[config.mk]
export PLATFORM = sky130hd
export DESIGN_NAME = led_tick_gen
export DESIGN_NICKNAME = d
export VERILOG_FILES = /design/src/rtl/led_tick_gen.sv
export SDC_FILE = /design/constraint.sdc
export NUM_CORES = 1
export LEC_CHECK = 0
export BUFFER_PORTS_ARGS = -buffer_cell sky130_fd_sc_hd__buf_2
export CORE_MARGIN = 4
export CORE_UTILIZATION = 25
export CTS_BUF_LIST = sky130_fd_sc_hd__clkbuf_8
export DETAILED_ROUTE_END_ITERATION = 6
export PLACE_DENSITY = 0.42
export SYNTH_ARGS = -nofsm -noshare
export SYNTH_HDL_FRONTEND = slang
export SYNTH_SLANG_ARGS = --single-unit
[constraint.sdc]
create_clock -name clk -period 2.22 [get_ports clk]
set_clock_uncertainty 0.15 [all_clocks]
set_input_delay 0.222 -clock clk [delete_from_list [all_inputs] [get_ports clk]]
set_output_delay 0.222 -clock clk [all_outputs]
set_load 0.05 [all_outputs]
[src/rtl/led_tick_gen.sv]
// Bank of independent programmable clock dividers with toggle or pulse output.
// Counters compare against a per-channel divisor and emit a tick on terminal count.
module led_tick_gen #(
  parameter  int NCH         = 4,
  parameter  int WIDTH       = 7,
  parameter  int DEFAULT_DIV = 10,
  localparam int SW          = (NCH > 1) ? $clog2(NCH) : 1
) (
  input  logic             clk,
  input  logic             rst,
  input  logic [NCH-1:0]   en,
  input  logic [NCH-1:0]   mode,
  input  logic             div_ld,
  input  logic [SW-1:0]    div_sel,
  input  logic [WIDTH-1:0] div_val,
  input  logic             sync,
  output logic [NCH-1:0]   newclk,
  output logic [NCH-1:0]   tick
);

  logic [WIDTH-1:0] cnt [NCH];
  logic [WIDTH-1:0] div [NCH];
  logic [NCH-1:0]   term;

  // >= rather than == so a shrunk divisor never lets the count run off the end
  always_comb begin
    term = '0;
    for (int i = 0; i < NCH; i++)
      term[i] = en[i] && (cnt[i] >= div[i]);
  end

  always_ff @(posedge clk) begin
    if (rst) begin
      for (int i = 0; i < NCH; i++) begin
        cnt[i] <= '0;
        div[i] <= WIDTH'(DEFAULT_DIV);
      end
      newclk <= '0;
      tick   <= '0;
    end else begin
      // an out-of-range select matches no channel and is dropped
      for (int i = 0; i < NCH; i++)
        if (div_ld && (div_sel == SW'(i)))
          div[i] <= div_val;

      if (sync) begin
        for (int i = 0; i < NCH; i++)
          cnt[i] <= '0;
        newclk <= '0;
        tick   <= '0;
      end else begin
        for (int i = 0; i < NCH; i++) begin
          tick[i] <= term[i];
          if (en[i])
            cnt[i] <= term[i] ? '0 : cnt[i] + WIDTH'(1);
          if (mode[i])
            newclk[i] <= term[i];
          else
            newclk[i] <= newclk[i] ^ term[i];
        end
      end
    end
  end

endmodule

Word level (Yosys, flattened, before mapping) --
Memory sizes are Yosys's and may differ from the RTL's. Index checks and enable logic that the tools add are counted.
Word-level totals: flip-flop bits (word level) 8, memory bits (writable) 56, bits of input ports 21, output and inout bits 8, word-level logic and storage cells 94, memories 2
Memories:
- cnt | depth 4, bits a word 7, read ports 4, clocked after Yosys merged registers in 0, wr ports 4, RTL line 21 | logic [WIDTH-1:0] cnt [NCH];
- div | depth 4, bits a word 7, read ports 4, clocked after Yosys merged registers in 0, wr ports 4, RTL line 22 | logic [WIDTH-1:0] div [NCH];
Cells by class: add/sub/neg operators 4, order comparisons 4, equal/unequal tests 3, multiplexer cells 53, bitwise gates (word level) 16, reductions and logical operators 10
Operators with widths (count):
- 7-bit 2-to-1 mux | 16
- 1-bit 2-to-1 mux | 37
- 7-bit by 1-bit adder with 7-bit output (second input constant) | 4
- 7-bit >= comparator | 4
- 1-bit bitwise OR | 12
- 1-bit logical AND | 8
- 2-bit == test (second input constant) | 2
- 1-bit bitwise XOR | 4
- 2-bit by 1-bit == test with 1-bit output (second input constant) | 1
- 2-bit logical NOT | 1
- 2-bit OR reduction | 1

Logic depth before layout (Yosys ltp) --
Gate-level depths: netlist of the first run.
word-level depth 6, depth in mapped cells 8, mapped depth without buffers 8

Least setup slack after synthesis of the first run --
No wires, ideal clock.
path type register to register, from memory cnt[3][0], to memory cnt[3][2], data pin, library setup time 142 ps, arrival time 1595 ps, data required time 1928 ps, slack 333 ps, stages on the path, launching flop included 8, buffers on the path 0, clock period less this slack 1887 ps, cell sequence edfxtp_1 inv_1 ha_1 nand2b_1 a211o_1 a21oi_1 nand3_1 nor2_1
RTL lines (RTL line):
- from (decl) | 21

==> impl_metrics.toml, run 1 <==
[status]
outcome = "finished clean"

[worst_hold_path]
hold_class = "input port to register"
hold_start = "mode[3]"
min_delay_worst_endpoint = "newclk[3]$_SDFF_PP0_"
min_path_cells = 4

[synth]
yosysUniqueCellTypes = 36
synth_compound_area_share_pct = 8.47
synth.most_common_cell = "edfxtp_1"
synth_enable_flop_cells = 49
synth_largest_area_cell = "edfxtp_1"
synth_top_flop_cell = "edfxtp_1"
synth_area_mm2 = 0.00343
synth_simple_gate_area_share_pct = 19.4
ys_top_cells_by_count = "edfxtp_1 (49), nor2_1 (40), inv_1 (33), ha_1 (32), and2_1 (20)"
synth_nets = 376
synth-async-reset-ratio_pct = 0
ys_seq_elements = 64
synth_area_per_cell_um2 = 10.6
synth_top_area_share_pct = 43.0
seq_area_frac_synth_pct = 51.7
synth_top_family_by_area = "simple AND/OR/NAND/NOR gates"
synth_cells = 323
synth_xor_area_share_pct = 4.60
synthAdderAreaFrac_pct = 11.7
synth_warnings = 0
yosys-top-cells-area = "edfxtp_1 (43%), ha_1 (12%), dfxtp_1 (8.8%)"
muxShareOfSynthArea_pct = 0

[layout]
final_cells = 548
drive_gt1_share_pct = 15.1
area_delta_synth_final_pct = 18.3
diodes = 0
final_nets = 420
design_area_mm2 = 0.00405
fin_util_pct = 30.4

[clock_network]
htree_levels = 3
clk_path_buf_depth = 2
cts_made_buffers = 9
clockRootBuffer = "clkbuf_8"
cts_sinks = 64
tritoncts = "yes"
insertion_delay_ns = 0.34
clk_pin_slew_ns = 0.07

[routing]
antenna_left = 0
drt-wirelength-per-cell_um = 12.7
drt_wl_total_um = 6930
drt_iter0_drc = 146
drc_errors = 0
post_drt_via_cell_ratio = 4.16
firstDrtPassIters = 4
vias = 2279

[floorplanning]
initial_core_util_pct = 25.7
die_w_um = 125
core_mm2 = 0.0133
rows = 42
design.portCount = 29
die_h_um = 125
dieArea_mm2 = 0.0156

[global_route]
grt_pass1_wl_um = 11700
grt-busiest-layer = "met2"
grt_overflow_total = 0
grt_max_degree = 13
antenna_found_initial = 0
grt_use_met3_pct = 4.05
grt_use_total_pct = 9.55
use_met2_pct = 14.6
grt_pass1_vias = 2340
met1_usage_pct = 12.3

[timing]
hold_viol_final = 0
maxSlewHeadroom_pct = 57.4
whs_ns = 0.0466
fin_crit_sh_pct = 91.3
rsz0062_at_grt = "false"
setup_viol = 0
slew_viol_final = 0
final.setup.tns_ns = 0
worstMarginPinSlew_ns = 0.637
max_freq_mhz = 493
fin_crit_ns = 2.03

[setup_path]
required_ns = 2.30
worstPathArrival_ns = 2.11
rr_endpoint = "newclk[0]$_SDFF_PP0_"
critPathMaxFanout = 4
r2r_start = "cnt[0][0]$_SDFFCE_PP0P_"
rrSetupSlack_ns = 0.19
path_class = "register to register"
crit_path_end_kind = "register"
start_kind = "register"
reg2reg_depth = 9

[power]
p_switching_w = 0.000621
seqPwrFrac_pct = 52.9
combPwrFrac_pct = 10.4
ir_drop_mv = 0.275
p_sw_share_pct = 23.7
pwr-share-clk_pct = 36.7
p_per_area_mw_per_mm2 = 645
p_int_w = 0.00199
leakagePower_nw = 1.72

[placement]
place.gp.congestion = 0.720
hpwlAfterDp_um = 5170
placed_cells = 529
placed_area_mm2 = 0.00381
io_buffers = 28

[run]
drv_cap = 0
==> cell families after synthesis <==
group | Yosys count
xor+xnor | 18
simple gates | 132
fa+ha+maj | 32
buf+inv | 37
compound gates | 40
flops | 64
==> power groups by stage <==
stage | Sequential, W | Clock, W | Combinational [W]
final | 0.00138 | 0.000960 | 0.000271
after global routing | 0.00139 | 0.00107 | 0.000314
after CTS | 0.00139 | 0.00101 | 0.000273
after detailed placement | 0.00141 | 0 | 0.000266
after global placement | 0.00141 | 0 | 0.000263
after floorplan | 0.00141 | 0 | 0.000173
==> stage by stage <==
| stage | total power, W | setup slack, ns |
|---|---|---|
| after floorplan | 0.00158 | 0.333 |
| after global placement | 0.00168 | 0.174 |
| after detailed placement | 0.00168 | 0.103 |
| after CTS | 0.00267 | 0.0831 |
| after global routing | 0.00277 | 0.0228 |
| final | 0.00262 | 0.193 |
==> how the worst max path moves through the flow <==
| stage | startpoint | to | cells past startpoint |
|---|---|---|---|
| 3_5_place_dp | cnt[3][0]$_SDFFCE_PP0P_ | cnt[3][1]$_SDFFCE_PP0P_ | 7 |
| 6_report | cnt[0][0]$_SDFFCE_PP0P_ | newclk[0]$_SDFF_PP0_ | 9 |
| 2_1_floorplan | cnt[3][0]$_SDFFCE_PP0P_ | cnt[3][2]$_SDFFCE_PP0P_ | 7 |
| 3_3_place_gp | cnt[3][0]$_SDFFCE_PP0P_ | cnt[3][6]$_SDFFCE_PP0P_ | 7 |
| 5_1_grt | cnt[3][0]$_SDFFCE_PP0P_ | cnt[3][3]$_SDFFCE_PP0P_ | 7 |
| 4_1_cts | cnt[3][0]$_SDFFCE_PP0P_ | cnt[3][1]$_SDFFCE_PP0P_ | 7 |
==> per-layer routing <==
layer / share of wire, % / wire length (µm) / vias up
li1: - / - / 1198
met1: 50 / 3450 / 1050
met2: 45 / 3130 / 25
met3: 3.8 / 263 / 6
met4: 1.3 / 87 / 0
met5: 0 / 0 / -
==> worst max-delay path, stage by stage (launching register included) <==
cell and delay [ns]:
edfxtp_1 0.43, inv_1 0.08, ha_1 0.21, nand2b_1 0.14, a211o_1 0.29, a21oi_1 0.22
buf_4 0.16, nor2b_1 0.04, xnor2_1 0.15, nor2_1 0.05
==> registers in the layout (all words and copies together), names as in the netlist <==
| signal | count |
|---|---|
| tick | 4 |
| div | 28 |
| cnt | 28 |
| newclk | 4 |
==> repair_timing <==
action / 4_1_cts / 5_1_grt
hold buffers: 3 / 0
setup buffers: 0 / 0
endpoints found under the hold margin: 3 / 0
resized for setup: 0 / 5
endpoints found under the setup margin: 0 / 21
==> cell usage in the layout, fill, tap and decap left out, types with 7 or more instances in the layout <==
master / count
ha_1: 32
nor2_1: 40
a21oi_1: 9
and2_1: 20
nand2b_1: 14
inv_1: 38
nand3_1: 8
nand2_1: 18
clkbuf_8: 10
or3_1: 7
buf_2: 28
nor2b_1: 7
dfxtp_1: 15
xnor2_1: 12
edfxtp_1: 49
==> final cells by class <==
type / instances / area (µm²)
fill: 1382 / 9300
sequential: 64 / 1770
multi-input combinational: 222 / 1540
tap: 176 / 220
timing repair buffer: 37 / 215
clock buffer: 10 / 138
inverter: 33 / 124
clock inverter: 6 / 48.8
No activity file was read; power rests on OpenSTA's default activity.
==> run 2: changes to the inputs <==
--- a/config.mk
+++ b/config.mk
@@ -8,7 +8,7 @@
 export BUFFER_PORTS_ARGS = -buffer_cell sky130_fd_sc_hd__buf_2
 export CORE_MARGIN = 4
 export CORE_UTILIZATION = 25
-export CTS_BUF_LIST = sky130_fd_sc_hd__clkbuf_8
+export CTS_BUF_LIST = sky130_fd_sc_hd__clkbuf_2
 export DETAILED_ROUTE_END_ITERATION = 6
 export PLACE_DENSITY = 0.42
 export SYNTH_ARGS = -nofsm -noshare
==> run 2 against run 1 <==
Net effect:
- sequential share of layout area fell by 1.0 points
- critical path depth did not move
- maximum frequency fell by 1.4%
- core utilization rose by 0.71 points
- sequential power barely moved
- global-route usage rose by 0.27 points
- first-iteration DRC count fell by 11%
- routed wire length rose by 3.1%
- combinational power rose by 8.9%
- die area did not move
- critical endpoint unchanged
- largest cell class unchanged
- highest routed layer unchanged
==> impl_metrics.toml, run 2 (synthesis results as in run 1) <==
[status]
outcome = "finished clean"

[layout]
layout_commonest_cell = "edfxtp_1"
diodes = 0
drive_gt1_share_pct = 15.4
final_nets = 437
largest_registers = "cnt x28, div x28"
area_delta_synth_final_pct = 21.1
layout_common_cells = "edfxtp_1 (49), nor2_1 (40), inv_1 (33), ha_1 (32), buf_2 (28)"
fin_util_pct = 31.1

[setup_path]
path_cells = "inv_1, ha_1, nand2b_1, a211o_1, a21oi_1, buf_4, nor2b_1, xnor2_1, nor2_1"
max_stage_delay_ns = 0.46
critPathBufInv = 2
worstPathArrival_ns = 2.31
cp_slowest_cell = "edfxtp_1"
required_ns = 2.48
crit_path_end_kind = "register"
critPathMaxFanout = 4
crit_family = "compound AO/OA/AOI/OAI gates"
path_class = "register to register"
start_kind = "register"

[clock_network]
cts_sinks = 64
cts_made_buffers = 9
tritoncts = "yes"
clockRootBuffer = "clkbuf_2"
clk_pin_slew_ns = 0.18
insertion_delay_ns = 0.50
htree_levels = 3
clk_path_buf_depth = 2

[floorplanning]
design.portCount = 29
core_mm2 = 0.0133
rows = 42
initial_core_util_pct = 25.7
die_h_um = 125
die_w_um = 125
dieArea_mm2 = 0.0156

[power]
p_per_area_mw_per_mm2 = 572
leakagePower_nw = 1.75
ir_drop_mv = 0.321

[routing]
firstDrtPassIters = 4
drt_wl_total_um = 7150
drt-wirelength-per-cell_um = 12.7
drt_iter0_drc = 130
antenna_left = 0
vias = 2371
post_drt_via_cell_ratio = 4.20
drc_errors = 0

[global_route]
grt_pass1_wl_um = 12000
grt_max_degree = 13
grt_use_total_pct = 9.82
grt_pass1_vias = 2424
antenna_found_initial = 0
grt_overflow_total = 0

[timing]
rsz0062_at_grt = "false"
slew_viol_final = 0
max_freq_mhz = 487
setup_viol = 0
hold_viol_final = 0
final.setup.tns_ns = 0
maxSlewHeadroom_pct = 57.5
whs_ns = 0.0784
fin_crit_sh_pct = 92.6
worstMarginPinSlew_ns = 0.637
fin_crit_ns = 2.06

[worst_hold_path]
hold_class = "input port to register"

[placement]
hpwlAfterDp_um = 5170
io_buffers = 28
place.gp.congestion = 0.720

[run]
drv_cap = 0
-- run 2: area by class of cell --
cell class              instances  area [µm²]
clock buffers                  14        70.1
clock inverters                 2        33.8
well taps                     176         220
fillers                      1371        9200
inverters                      33         124
flip-flops and latches         64        1770
multi-input cells             222        1540
repair buffers                 54         385
-- run 2: metrics by stage --
step	setup WS (ns)	cell area, µm²	std cells	power [W]
after floorplan	0.333	3430	323	0.00158
after global placement	0.174	3810	529	0.00168
after detailed placement	0.103	3810	529	0.00168
after CTS	0.0610	4110	564	0.00241
after global routing	0.00838	4150	565	0.00252
final	0.165	4150	565	0.00237
-- run 2: final timing paths --
path	from	depth (start not counted)	end	slack (ns)
max reg2reg	cnt[0][0]$_SDFFCE_PP0P_	9	newclk[0]$_SDFF_PP0_	0.16
max	cnt[0][0]$_SDFFCE_PP0P_	9	newclk[0]$_SDFF_PP0_	0.16
min reg2reg	cnt[2][0]$_SDFFE_PP0P_	2	cnt[2][0]$_SDFFE_PP0P_	0.37
min	div_sel[1]	3	div[3][3]$_SDFFCE_PN1P_	0.08
-- run 2: worst register-to-register path: cells and delay by family, from the launching register on --
family / cells / cell delay [ns]
adder cells (fa/ha/maj): 1 / 0.21
XOR/XNOR: 1 / 0.15
AO/OA/AOI/OAI: 2 / 0.52
flip-flops: 1 / 0.46
AND/OR/NAND/NOR: 3 / 0.23
buffers and inverters: 2 / 0.24
-- run 2: routing by layer --
layer	share of wire [%]	vias up	track usage, %
met5	0	-	0
met4	1.3	0	2.81
met3	4.4	7	4.26
met2	46	31	15.4
met1	48	1098	12.4
li1	-	1235	-
-- run 2: timing repair --
item,CTS,global route
gates resized for setup,0,6
setup buffers,0,0
hold endpoints to repair,43,1
setup endpoints to repair,0,21
hold buffers,19,1
-- run 2: report_power, final --
part | total [W] | switching (W) | internal, W
Clock | 0.000695 | 0.000414 | 0.000282
Combinational | 0.000295 | 0.000162 | 0.000133
Sequential | 0.00138 | 0.0000336 | 0.00135
Total | 0.00237 | 0.000609 | 0.00176
